File: src/rtl/cache_pkg.sv
// rtl/cache_pkg.sv - shared widths and FSM encoding for the cache 0 controller
package cache_pkg;

    localparam int ADDR_WIDTH  = 8;
    localparam int INDEX_WIDTH = 3;
    localparam int DWIDTH      = 32;
    localparam int TAG_WIDTH   = ADDR_WIDTH - INDEX_WIDTH;

    typedef enum logic [1:0] {
        ST_IDLE   = 2'd0,
        ST_LOOKUP = 2'd1,
        ST_MEM_RD = 2'd2,
        ST_MEM_WR = 2'd3
    } state_t;

endpackage

File: src/rtl/cache_0_tag.sv
// rtl/cache_0_tag.sv - tag and valid store, async read, sync write
module cache_0_tag
    import cache_pkg::*;
(
    input  logic                   clock,
    input  logic                   reset_n,
    input  logic [INDEX_WIDTH-1:0] rd_idx,
    output logic [TAG_WIDTH-1:0]   rd_tag,
    output logic                   rd_valid,
    input  logic                   wr_en,
    input  logic [INDEX_WIDTH-1:0] wr_idx,
    input  logic [TAG_WIDTH-1:0]   wr_tag
);

    localparam int DEPTH = 1 << INDEX_WIDTH;

    logic [TAG_WIDTH-1:0] tags [DEPTH];
    logic [DEPTH-1:0]     valid;

    // Tags need no reset: a cleared valid bit masks whatever tag is stored.
    always_ff @(posedge clock) begin
        if (wr_en) begin
            tags[wr_idx] <= wr_tag;
        end
    end

    // Valid bits clear immediately on reset and are set by each refill.
    always_ff @(posedge clock or negedge reset_n) begin
        if (!reset_n) begin
            valid <= '0;
        end else if (wr_en) begin
            valid[wr_idx] <= 1'b1;
        end
    end

    assign rd_tag   = tags[rd_idx];
    assign rd_valid = valid[rd_idx];

endmodule

File: src/rtl/cache_0_ctrl.sv
// rtl/cache_0_ctrl.sv - direct-mapped write-through cache controller for cache 0
module cache_0_ctrl
    import cache_pkg::*;
#(
    parameter int CNT_WIDTH = 16
) (
    input  logic                   clock,
    input  logic                   reset_n,
    input  logic                   cpu_req_valid,
    output logic                   cpu_req_ready,
    input  logic                   cpu_req_we,
    input  logic [ADDR_WIDTH-1:0]  cpu_req_addr,
    input  logic [DWIDTH-1:0]      cpu_req_wdata,
    output logic                   cpu_resp_valid,
    output logic [DWIDTH-1:0]      cpu_resp_rdata,
    output logic                   mem_req_valid,
    output logic                   mem_req_we,
    output logic [ADDR_WIDTH-1:0]  mem_req_addr,
    output logic [DWIDTH-1:0]      mem_req_wdata,
    input  logic                   mem_resp_valid,
    input  logic [DWIDTH-1:0]      mem_resp_rdata,
    output logic [INDEX_WIDTH-1:0] dary_addr,
    output logic [DWIDTH-1:0]      dary_wdata,
    output logic                   dary_we,
    input  logic [DWIDTH-1:0]      dary_rdata,
    output logic [CNT_WIDTH-1:0]   hit_count,
    output logic [CNT_WIDTH-1:0]   miss_count
);

    state_t                 state;
    logic                   req_we;
    logic [ADDR_WIDTH-1:0]  req_addr;
    logic [DWIDTH-1:0]      req_wdata;

    logic [INDEX_WIDTH-1:0] req_idx;
    logic [TAG_WIDTH-1:0]   req_tag;
    logic [TAG_WIDTH-1:0]   stored_tag;
    logic                   stored_valid;
    logic                   hit;
    logic                   fill;

    assign req_idx = req_addr[INDEX_WIDTH-1:0];
    assign req_tag = req_addr[ADDR_WIDTH-1:INDEX_WIDTH];
    assign hit     = stored_valid && (stored_tag == req_tag);
    assign fill    = (state == ST_MEM_RD) && mem_resp_valid;

    cache_0_tag u_tag (
        .clock    (clock),
        .reset_n  (reset_n),
        .rd_idx   (req_idx),
        .rd_tag   (stored_tag),
        .rd_valid (stored_valid),
        .wr_en    (fill),
        .wr_idx   (req_idx),
        .wr_tag   (req_tag)
    );

    assign cpu_req_ready = (state == ST_IDLE);

    // In IDLE the array is addressed straight from the CPU so its data is ready in LOOKUP.
    assign dary_addr = (state == ST_IDLE) ? cpu_req_addr[INDEX_WIDTH-1:0] : req_idx;

    assign mem_req_valid = (state == ST_MEM_RD) || (state == ST_MEM_WR);
    assign mem_req_we    = (state == ST_MEM_WR);
    assign mem_req_addr  = mem_req_valid ? req_addr : '0;
    assign mem_req_wdata = mem_req_we ? req_wdata : '0;

    // Array writes happen only on a write hit in LOOKUP or on a refill acknowledge.
    always_comb begin
        dary_we    = 1'b0;
        dary_wdata = '0;
        if ((state == ST_LOOKUP) && req_we && hit) begin
            dary_we    = 1'b1;
            dary_wdata = req_wdata;
        end else if (fill) begin
            dary_we    = 1'b1;
            dary_wdata = mem_resp_rdata;
        end
    end

    // Main FSM: request capture, hit/miss decision, memory handshakes and statistics.
    always_ff @(posedge clock or negedge reset_n) begin
        if (!reset_n) begin
            state          <= ST_IDLE;
            req_we         <= 1'b0;
            req_addr       <= '0;
            req_wdata      <= '0;
            cpu_resp_valid <= 1'b0;
            cpu_resp_rdata <= '0;
            hit_count      <= '0;
            miss_count     <= '0;
        end else begin
            cpu_resp_valid <= 1'b0;
            cpu_resp_rdata <= '0;
            case (state)
                ST_IDLE: begin
                    if (cpu_req_valid) begin
                        req_we    <= cpu_req_we;
                        req_addr  <= cpu_req_addr;
                        req_wdata <= cpu_req_wdata;
                        state     <= ST_LOOKUP;
                    end
                end
                ST_LOOKUP: begin
                    if (hit) begin
                        if (hit_count != '1) begin
                            hit_count <= hit_count + 1'b1;
                        end
                        if (req_we) begin
                            state <= ST_MEM_WR;
                        end else begin
                            cpu_resp_valid <= 1'b1;
                            cpu_resp_rdata <= dary_rdata;
                            state          <= ST_IDLE;
                        end
                    end else begin
                        if (miss_count != '1) begin
                            miss_count <= miss_count + 1'b1;
                        end
                        state <= req_we ? ST_MEM_WR : ST_MEM_RD;
                    end
                end
                ST_MEM_RD: begin
                    if (mem_resp_valid) begin
                        cpu_resp_valid <= 1'b1;
                        cpu_resp_rdata <= mem_resp_rdata;
                        state          <= ST_IDLE;
                    end
                end
                ST_MEM_WR: begin
                    if (mem_resp_valid) begin
                        cpu_resp_valid <= 1'b1;
                        state          <= ST_IDLE;
                    end
                end
                default: state <= ST_IDLE;
            endcase
        end
    end

endmodule

File: config.mk
export PLATFORM = sky130hd
export DESIGN_NAME = cache_0_ctrl
export DESIGN_NICKNAME = d
export VERILOG_FILES = /design/src/rtl/cache_pkg.sv /design/src/rtl/cache_0_tag.sv /design/src/rtl/cache_0_ctrl.sv
export SDC_FILE = /design/constraint.sdc
export NUM_CORES = 1
export LEC_CHECK = 0
export BUFFER_PORTS_ARGS = -buffer_cell sky130_fd_sc_hd__buf_2
export CORE_MARGIN = 4
export CORE_UTILIZATION = 57
export CTS_BUF_LIST = sky130_fd_sc_hd__clkbuf_8
export DETAILED_ROUTE_END_ITERATION = 6
export GPL_ROUTABILITY_DRIVEN = 0
export GPL_TIMING_DRIVEN = 0
export PLACE_DENSITY_LB_ADDON = 0.1
export SETUP_SLACK_MARGIN = 0.05
export SYNTH_ARGS = -nofsm -noshare
export SYNTH_HDL_FRONTEND = slang
export SYNTH_SLANG_ARGS = --single-unit
File: constraint.sdc
create_clock -name clock -period 5.49 [get_ports clock]
set_input_delay 1.647 -clock clock [delete_from_list [all_inputs] [get_ports clock]]
set_output_delay 1.647 -clock clock [all_outputs]
set_load 0.05 [all_outputs]
======== Word level (Yosys, flattened, before mapping) ========
Memory sizes are Yosys's and may differ from the RTL's.
Index checks and enable logic that the tools add are counted.
storage, ports and cells
  register bits after elaboration ......... 116
  RAM bits ................................ 40
  input bits .............................. 109
  output and inout bits ................... 144
  memories kept ........................... 1
operators by class
  $add $sub $neg .......................... 2
  magnitude comparators ................... 2
  eq/ne operators ......................... 8
  multiplexer cells ....................... 26
  bitwise gates (word level) .............. 2
  reductions and logical operators ........ 12
memory list
  name        words  width  rd ports  clocked after memory_dff  write ports  RTL line           RTL
  u_tag.tags  8      5      1         0                         1            cache_0_tag.sv:17  logic [TAG_WIDTH-1:0] tags [DEPTH];
operators with widths
  operator                                                           number
  2-to-1 mux 32 bit                                                  6
  case mux 32 bit (2 select lines)                                   1
  adder 16 x 1 -> 16 bit, second input constant                      2
  != test 16 bit, second input constant                              2
  2-to-1 mux 1 bit                                                   9
  2-to-1 mux 2 bit                                                   4
  2-to-1 mux 8 bit                                                   1
  bitwise OR 8 bit                                                   1
  case mux 2 bit (3 select lines)                                    1
  AND reduction 3 bit                                                2
  equality test 5 bit                                                1
  logical AND 1 bit                                                  5
  equality test 2 bit, second input constant                         2
  < comparator 3 x 4 -> 1 bit, second input constant                 1
  AND reduction 2 bit                                                2
  binary-select mux 1 bit (select 3 bit)                             1
  demux 1 bit (select 3 bit)                                         1
  greater-or-equal comparator 3 x 1 -> 1 bit, second input constant  1
  2-to-1 mux 3 bit                                                   1
  equality test 2 x 1 -> 1 bit, second input constant                1
  zero test 2 bit                                                    1
  != test 2 x 1 -> 1 bit, second input constant                      1
  != test 2 bit, second input constant                               1
  case mux 1 bit (2 select lines)                                    1
  3 further kinds                                                    3

======== Logic depth before layout (Yosys ltp) ========
Gate-level depths: netlist (run 1).
  word-level depth ........................ 5
  mapped depth ............................ 11
  gate-level depth less buffers ........... 7

======== Cells and area by module ========
From an unflattened synthesis (run 1), not the netlist that was laid out.
unflattened totals
  cell total of the unflattened synthesis .. 605
  area, all modules ....................... 7239.4 um2
modules (own cells, without submodules)
  module        times used  cells an instance  area an instance (um2)  sequential area each (um2)
  cache_0_ctrl  1           512                5285.1                  2702.6
  cache_0_tag   1           93                 1954.4                  1401.3

======== Worst setup path after synthesis (run 1) ========
No wires, ideal clock.
  path kind ............................... flip-flop to output port
  from .................................... reg req_addr[0]
  to ...................................... out dary_wdata[12]
  arrival ................................. 3.155 ns
  required time ........................... 3.843 ns
  slack ................................... 0.688 ns
  cell stages (with the launch flop) ...... 10
  path through ............................ dfrtp_1 > buf_4 > buf_4 > mux2i_1 > mux4_2 > xnor2_1 > nor3_1 > nand4_2 > buf_2 > mux2i_1
on the way
  longest elaborated chain between the ends .. 5
  elaborated cells on any way between the ends .. 7
ends and longest elaborated chain
  item                                                                                      RTL line                               RTL
  start, declared                                                                           cache_0_ctrl.sv:32                     logic [ADDR_WIDTH-1:0] req_addr;
  start signal, assigned                                                                    cache_0_ctrl.sv:99                     req_addr <= cpu_req_addr;
  memory read (8 x 5 bit) / binary-select mux 1 bit (select 3 bit) (equally long branches)  --
  equality test 5 bit / 2-to-1 mux 1 bit (equally long branches)                            cache_0_ctrl.sv:44, cache_0_tag.sv:37
  logical AND 1 bit (*)                                                                     cache_0_ctrl.sv:44                     assign hit = stored_valid && (stored_tag == req_tag);
  logical AND 1 bit (*)                                                                     cache_0_ctrl.sv:72                     if ((state == ST_LOOKUP) && req_we && hit) begin
  2-to-1 mux 32 bit (*)                                                                     cache_0_ctrl.sv:72
  end, declared                                                                             cache_0_ctrl.sv:23                     output logic [DWIDTH-1:0] dary_wdata,
Every way passes the cells marked *; elsewhere a longest branch is shown, timed or not. The select of a mux whose other input is x is not followed.

======== Worst setup path after layout (run 1) ========
  from .................................... reg req_addr[0]
  to ...................................... out dary_wdata[10]
The elaborated chain is that of the path after synthesis.

==> results of run 1 <==
-- kinds of logic (layout without fill, tap and decap cells) --
family          Yosys count  after routing  share of synthesized area [%]
other cells               0              2                              0
simple gates            234            234                           16.4
fa+ha+maj                 7              7                           1.15
compound gates           50             50                           5.40
mux                     103            103                           15.2
xor+xnor                 31             31                           3.58
flops                   156            156                           54.0
buf+inv                  71            358                           4.20
-- stage by stage --
stage | cells | hold slack (ps) | power, uW | setup WS [ps] | util [%]
floorplan | 652 | 431 | 3340 | 688 | -
global placement | 1076 | 452 | 3840 | 625 | 70.7
detailed placement | 1077 | 462 | 3930 | 546 | 71.0
CTS | 1109 | 480 | 4650 | 146 | 73.6
global route | 1113 | 489 | 4890 | 101 | 73.7
finish | 1113 | 485 | 4650 | 247 | 73.7
-- worst register-to-register path: stages (launching register included) --
cell     delay, ps
dfrtp_1        390
buf_4          230
buf_4          240
mux2i_1        130
mux4_2         480
xnor2_1        160
nor3_2         350
nand2_4        150
or3_1          330
buf_2          180
buf_6          170
o21ai_2        140
-- area by class of cell --
class | count | area [um^2]
tap | 172 | 215
timing repair buffer | 255 | 1310
fill | 976 | 3370
sequential | 156 | 4100
buffer | 39 | 199
inverter | 32 | 120
clock buffer | 17 | 234
antenna | 2 | 5.00
multi-input combinational | 425 | 3180
clock inverter | 15 | 87.6
-- worst min path at each step --
| stage | startpoint | slack [ps] | depth (start not counted) | to |
|---|---|---|---|---|
| 2_1_floorplan | u_tag.valid[7] | 430 | 1 | u_tag.valid[7] |
| 3_3_place_gp | u_tag.valid[3] | 450 | 1 | u_tag.valid[3] |
| 3_5_place_dp | u_tag.valid[4] | 460 | 1 | u_tag.valid[4] |
| 4_1_cts | u_tag.valid[4] | 480 | 1 | u_tag.valid[4] |
| 5_1_grt | u_tag.valid[4] | 490 | 1 | u_tag.valid[4] |
| 6_report | u_tag.valid[5] | 490 | 1 | u_tag.valid[5] |
-- registers in the layout (all words and copies together) (netlist names) --
signal,count
req_addr,8
u_tag.valid,8
cpu_resp_rdata,32
cpu_resp_valid,1
hit_count,16
req_we,1
req_wdata,32
state,2
miss_count,16
u_tag.tags,40
-- cells in the final DEF, fill, tap and decap left out, types with 7 or more instances in the layout --
master,n
xor2_1,10
nor3_1,12
edfxtp_1,40
o21ai_2,18
nand2_1,69
ha_1,7
clkbuf_1,21
mux2i_1,42
nor2_1,8
xnor2_1,21
dfrtp_1,116
inv_1,35
and2_1,36
buf_2,257
and3_1,26
or2_2,8
nand3_1,34
o2bb2ai_1,10
mux2_2,57
o21ai_0,8
nand4_1,11
clkbuf_8,17
-- power by group through the flow --
stage	sequential [uW]	clock (uW)	combinational [uW]
3_3_place_gp	1720	0	2120
2_1_floorplan	1830	0	1500
5_1_grt	1760	773	2350
3_5_place_dp	1740	0	2180
6_report	1730	716	2210
4_1_cts	1720	727	2200
-- routing by layer --
| layer | vias to the layer above | routed length, um | GRT usage (%) |
|---|---|---|---|
| met4 | 0 | 636 | 11.6 |
| met1 | 2966 | 7890 | 32.4 |
| met3 | 48 | 1630 | 8.46 |
| met2 | 239 | 11300 | 50.1 |
| met5 | - | 0 | 0 |
| li1 | 2833 | - | - |
-- repair_timing --
action | 4_1_cts | 5_1_grt
endpoints found under the hold margin | 0 | 0
pin swaps | 0 | 2
setup endpoints to repair | 10 | 13
buffers inserted | 0 | 2
resized for setup | 1 | 0
==> flow_metrics.tcl, run 1 <==
set metrics [dict create \
    drive_above_1_share_pct 41.9 \
    port_buffers 252 \
    path_cells "buf_4 > buf_4 > mux2i_1 > mux4_2 > xnor2_1 > nor3_2 > nand4_2 > buf_2 > mux2_2 > buf_2" \
    crit_path_end "dary_wdata[10]" \
    critPathSlowestCell "mux4_2" \
    r2r_cells 11 \
    drt-pass1-iter-count 4 \
    period_needed_ps 5240 \
    die_h_um 123 \
    crit_arrival_ps 3600 \
    power.internal_uw 2530 \
    switching_power_uw 2120 \
    clkTransAtPathRegs_ps 80 \
    synth_top_flop_cell "dfrtp_1" \
    htree_levels 4 \
    finalHoldViolations 0 \
    via_per_inst 5.47 \
    post-synth-top-count-cell "dfrtp_1" \
    clock_latency_ps 460 \
    clock.fmax_mhz 191 \
    cts_hold_buffers 0 \
    rrSetupSlack_ps 2470 \
    cts.sinks 156 \
    placed_area_um2 9110 \
    cts_inserted_buffers 17 \
    cts-root-buf "clkbuf_8" \
    finalSetupViolations 0 \
    yosysTopAreaCellShare_pct 38.2 \
    worstHoldPathType "reg2reg" \
    initialDrtViolationCount 347 \
    p_seq_share_pct 37.1 \
    rows 41 \
    core-area_um2 12800 \
    synthTopCellsByCount "116 x dfrtp_1, 69 x nand2_1, 57 x mux2_2" \
    cp_max_fo 10 \
    yosys-top-cells-area "dfrtp_1 38%, edfxtp_1 16%, mux2_2 8.5%, mux2i_1 5.5%, nand2_1 3.4%" \
    ys_seq_elements 156 \
    worstReg2RegStart "req_addr[0]" \
    synth_cell_types 50 \
    synth_nets 768 \
    syn_area_um2 7590 \
    die_x_um 123 \
    vias 6086 \
    p_leak_uw 0.00493 \
    tns_ps 0 \
    critPathKind "reg2out" \
    grt_pass1_vias 6252 \
    r2r-end "cpu_resp_rdata[16]" \
    die-area_um2 15200 \
    tightest_slew_ps 1250 \
    avgSynthCellArea_um2 11.6 \
    gr-total-overflow 0 \
    maxCapViolCount 0 \
    swShare_pct 45.7 \
    p_per_area_nw_per_um2 491 \
    area_growth_syn_to_layout_pct 24.5 \
    clockBufferDepth 2 \
    rsz0062_at_grt "false" \
    grt_pass1_wl_um 32400 \
    fin_area_um2 9460 \
    wl_um 21400 \
    ant_nets 0 \
    ir_worst_vdd_mv 0.273 \
    crit_family "buffers and inverters" \
    startpoint_type "register" \
    cts_tree "built" \
    critPathCaptureType "primary output" \
    hpwl_um 16700 \
    required_ps 3840 \
    final_net_count 1042 \
    synthArstFlopShare_pct 74.4 \
    drv_slew 0 \
    antenna_found_initial 2 \
    track_usage_pct 28.5 \
    critPathLaunch "req_addr[0]" \
    critPathBufInv 4 \
    fin_skew_ps 13.8 \
    ios 253 \
    clockPowerShare_pct 15.4 \
    wl_per_cell_um 19.2 \
    critical_path.max_stage_delay_ps 480 \
    grt_max_degree 71 \
    yosys.area.top_type "dfrtp_1" \
    finalCritPeriodShare_pct 95.5 \
    initial_utilization_pct 59.2 \
    drc 0 \
    status "finished, final reports clean" \
    slew_headroom_pct 16.0 \
    p_comb_share_pct 47.5 \
    synth_edf_count 40 \
    ys_warn_count 0 \
    netlist_instances 652 \
    path_depth 10 \
    synth_seq_area_share_pct 54.0 \
]
No activity file was read; power rests on OpenSTA's default activity.
==> run 2: changes to the inputs <==
- REMOVE_ABC_BUFFERS: unset -> 1
==> flow_metrics.tcl, run 2 (synthesis gave the netlist of run 1 again) <==
set metrics [dict create \
    ios 253 \
    rsz0062_at_grt "false" \
    cts_tree "built" \
    p_per_area_nw_per_um2 501 \
    fillers 942 \
    core-area_um2 12800 \
    critPathCaptureType "primary output" \
    vias 5976 \
    clock_latency_ps 450 \
    clock.fmax_mhz 191 \
    crit_arrival_ps 3580 \
    startpoint_type "register" \
    grt_pass1_wl_um 31200 \
    cts_inserted_buffers 17 \
    largest_register "u_tag.tags" \
    cts-root-buf "clkbuf_8" \
    multi_input_area_um2 3190 \
    die_h_um 123 \
    clkTransAtPathRegs_ps 70 \
    tightest_slew_ps 1330 \
    drv_slew 0 \
    cts.sinks 156 \
    rows 41 \
    ant_nets 0 \
    area_growth_syn_to_layout_pct 23.7 \
    hpwl_um 14900 \
    final_net_count 1007 \
    drc 0 \
    htree_levels 4 \
    finalHoldViolations 0 \
    largestRegisters "u_tag.tags (40), cpu_resp_rdata (32), req_wdata (32)" \
    p_total_uw 4700 \
    period_needed_ps 5230 \
    cts_hold_buffers 0 \
    antenna_found_initial 2 \
    p_leak_uw 0.00491 \
    layout_common_cells "251 x buf_2, 113 x dfrtp_1, 68 x nand2_1" \
    clockBufferDepth 2 \
    die_x_um 123 \
    finalSetupViolations 0 \
    largest_reg_flops 40 \
    initialDrtViolationCount 357 \
    slew_headroom_pct 10.3 \
    die-area_um2 15200 \
    status "finished, final reports clean" \
    gr-total-overflow 0 \
    finalCritPeriodShare_pct 95.3 \
    wl_per_cell_um 18.8 \
    drt-pass1-iter-count 4 \
    drive_above_1_share_pct 42.7 \
    cp_max_fo 24 \
    critPathKind "reg2out" \
    initial_utilization_pct 59.2 \
    port_buffers 252 \
    track_usage_pct 27.0 \
    layout_commonest_cell "buf_2" \
    grt_max_degree 89 \
    ir_worst_vdd_mv 0.342 \
    worstHoldPathType "reg2reg" \
    grt_pass1_vias 6142 \
    via_per_inst 5.54 \
    wl_um 20200 \
    dp_slack_ps -427 \
    maxCapViolCount 0 \
    fin_skew_ps 12.7 \
    required_ps 3840 \
    fin_ws_ps 261 \
    seqCellArea_um2 4110 \
]
==> run 2: cell count changes in the layout (fill, tap and decap cells not counted), sizes merged <==
cell,delta
clkinvlp,-4
clkinv,+1
buf,-14
bufinv,+3
clkbuf,-21
==> run 2: worst max-delay path, cell delays in order, from the launching register on <==
cell and delay (ps):
dfrtp_2 660, mux2i_1 240, a211oi_1 120, or4_4 550
a2111oi_4 540, nand4_4 240, buf_4 250, mux2i_1 210
buf_2 300
==> run 2: final timing paths <==
path                                 from                 to  slack (ps)  cells past startpoint
hold / removal             u_tag.valid[7]     u_tag.valid[7]         460                      1
setup reg to reg              req_addr[2]  cpu_resp_rdata[2]        1720                      7
max in group asynchronous         reset_n        req_addr[0]        3680                      2
setup / recovery              req_addr[2]      dary_wdata[5]         260                      8
min in group asynchronous         reset_n        req_addr[6]        1070                      1
hold reg to reg            u_tag.valid[7]     u_tag.valid[7]         460                      1
==> run 2: stage by stage <==
| stage | hold slack, ps | area (um^2) | util [%] | TNS [ps] | std cells |
|---|---|---|---|---|---|
| 6_report | 464 | 9400 | 73.3 | 0 | 1078 |
| 5_1_grt | 498 | 9400 | 73.3 | 0 | 1078 |
| 4_1_cts | 469 | 9380 | 73.1 | 0 | 1075 |
| 3_5_place_dp | 450 | 8970 | 70.0 | -9460 | 1041 |
| 3_3_place_gp | 447 | 8870 | 69.2 | -28200 | 1037 |
| 2_1_floorplan | 431 | 7390 | - | -8450 | 613 |
==> run 2: what timing repair did <==
action / CTS / global route
buffers inserted: 2 / 1
resized for setup: 5 / 0
endpoints found under the setup margin: 33 / 7
pin swaps: 1 / 1
==> run 2: final cells by class <==
type / instances / share of cell area (%)
flip-flops and latches: 156 / 43.7
multi-input cells: 425 / 33.9
repair buffers: 259 / 14.7
clock buffers: 17 / 2.49
well taps: 172 / 2.29
clock inverters: 15 / 1.52
inverters: 32 / 1.28
diodes: 2 / 0.0533
==> run 2: where the power goes <==
part	switching, uW	internal, uW	total (uW)	leakage (uW)
Combinational	1360	712	2070	0.00284
Clock	407	434	841	0.000213
Sequential	305	1490	1790	0.00186
Total	2070	2630	4700	0.00491
==> run 2: metal layers <==
metal | up-vias | track usage (%) | routed length, um
met5 | - | 0 | 0
met4 | 0 | 11.6 | 507
met3 | 42 | 9.01 | 1690
met2 | 266 | 44.8 | 10400
met1 | 2902 | 32.2 | 7690
li1 | 2766 | - | -
==> run 3: changes to the inputs <==
- CORE_UTILIZATION: 57 -> 44
==> flow_metrics.tcl, run 3 (synthesis gave the netlist of run 1 again) <==
set metrics [dict create \
    finish.utilization_pct 56.9 \
    fin_skew_ps 16.6 \
    rsz0062_at_grt "false" \
    placedCellCount 1089 \
    clock.fmax_mhz 193 \
    wl_um 21500 \
    rrSetupSlack_ps 1710 \
    maxCapViolCount 0 \
    cts_tree "built" \
    hpwl_um 15000 \
    p_leak_uw 0.00491 \
    final_net_count 1009 \
    seqCellArea_um2 4110 \
    largestRegisters "u_tag.tags (40), cpu_resp_rdata (32), req_wdata (32)" \
    worstHoldPathType "reg2reg" \
    hold_depth 1 \
    critPathBufInv 2 \
    cts_hold_buffers 0 \
    fin_area_um2 9540 \
    cts.sinks 156 \
    worstReg2RegStart "req_addr[0]" \
    path_cells "mux2i_1 > mux4_2 > xnor2_1 > nor3_2 > nand4_4 > buf_12 > mux2_2 > buf_2" \
    finalSetupViolations 0 \
    port_buffers 252 \
    p_per_area_nw_per_um2 501 \
    cts-root-buf "clkbuf_8" \
    critPathCaptureType "primary output" \
    final_cells 1129 \
    tightest_slew_ps 1200 \
    critPathKind "reg2out" \
    path_depth 8 \
    die-area_um2 19400 \
    multi_input_area_um2 3230 \
    via_per_inst 5.25 \
    cts_inserted_buffers 17 \
    die_x_um 139 \
    track_usage_pct 22.3 \
    ant_nets 0 \
    die_h_um 139 \
    grt_pass1_wl_um 34400 \
    r2r-end "cpu_resp_rdata[19]" \
    grt_pass1_vias 6233 \
    drt-pass1-iter-count 5 \
    ios 253 \
    crit_arrival_ps 3520 \
    critPathSlowestCell "dfrtp_4" \
    area_growth_syn_to_layout_pct 25.6 \
    period_needed_ps 5170 \
    hold_end "u_tag.valid[7]" \
    layout_common_cells "251 x buf_2, 113 x dfrtp_1, 68 x nand2_1" \
    rows 47 \
    drive_above_1_share_pct 43.7 \
    crit_family "multiplexers" \
    fillers 1510 \
    cp_max_fo 31 \
    antenna_found_initial 2 \
    status "finished, final reports clean" \
    initialDrtViolationCount 218 \
    gr-total-overflow 0 \
    critical_path.max_stage_delay_ps 720 \
    layout_commonest_cell "buf_2" \
    wl_per_cell_um 19.0 \
    required_ps 3840 \
    tns_ps 0 \
    clockBufferDepth 2 \
    clock_latency_ps 460 \
    drv_slew 0 \
    vias 5924 \
    htree_levels 4 \
    ir_worst_vdd_mv 0.478 \
    slew_headroom_pct 19.8 \
    largest_reg_flops 40 \
    drc 0 \
    min_from "u_tag.valid[7]" \
    largest_register "u_tag.tags" \
    grt_max_degree 69 \
    finalCritPeriodShare_pct 94.2 \
    clkTransAtPathRegs_ps 90 \
    core-area_um2 16800 \
    r2r_cells 8 \
    initial_utilization_pct 45.3 \
    finalHoldViolations 0 \
    startpoint_type "register" \
    placed_area_um2 9050 \
]
-- run 3: cell types whose count changed in the layout (fill, tap and decap cells not counted), sizes merged --
| cell | change |
|---|---|
| clkinv | -3 |
| clkinvlp | +3 |
| bufinv | -2 |
| buf | +1 |
| clkbuf | +1 |
| diode | +1 |
| inv | +1 |
| nand4 | +1 |
-- run 3: worst register-to-register path: stages, from the launching register on --
cell and delay (ps):
dfrtp_4 720, mux2i_1 160, mux4_2 480, xnor2_1 190, nor3_2 620, nand2_4 270
or3_2 730, buf_12 270, o21ai_0 240
-- run 3: area by class of cell --
cell class              count  area share (%)
inverters                  32            1.26
well taps                 220            2.89
repair buffers            260            14.9
flip-flops and latches    156            43.1
multi-input cells         426            33.8
clock inverters            14            1.43
clock buffers              18            2.60
diodes                      3          0.0787
-- run 3: worst max path at each step --
stage                      to  slack [ps]   startpoint
2_1_floorplan   dary_wdata[0]        -400  req_addr[0]
3_3_place_gp   dary_wdata[27]       -1050  req_addr[0]
3_5_place_dp    dary_wdata[7]        -460  req_addr[0]
4_1_cts        dary_wdata[27]          70  req_addr[0]
5_1_grt         dary_wdata[7]         180  req_addr[0]
6_report        dary_wdata[7]         320  req_addr[0]
-- run 3: per-layer routing --
layer	global-route usage, %	share of wire (%)
met3	8.40	9.0
met1	27.1	40
met5	0	0
met4	7.21	2.0
met2	37.0	49
-- run 3: through the flow --
stage,setup slack [ps],hold slack (ps),total power [uW]
2_1_floorplan,-402,431,3270
3_3_place_gp,-1050,446,3810
3_5_place_dp,-461,449,3910
4_1_cts,72.5,470,4810
5_1_grt,182,489,5060
6_report,319,469,4780
-- run 3: where the power goes --
part	switching (uW)	total [uW]	internal, uW
combinational	1400	2130	731
clock	463	843	380
sequential	322	1810	1490
-- run 3: what timing repair did --
| item | 4_1_cts | 5_1_grt |
|---|---|---|
| endpoints found under the setup margin | 33 | 32 |
| gates cloned | 1 | 0 |
| setup buffers | 2 | 2 |
| gates resized for setup | 6 | 0 |
| hold endpoints to repair | 0 | 0 |
| pin swaps | 2 | 1 |
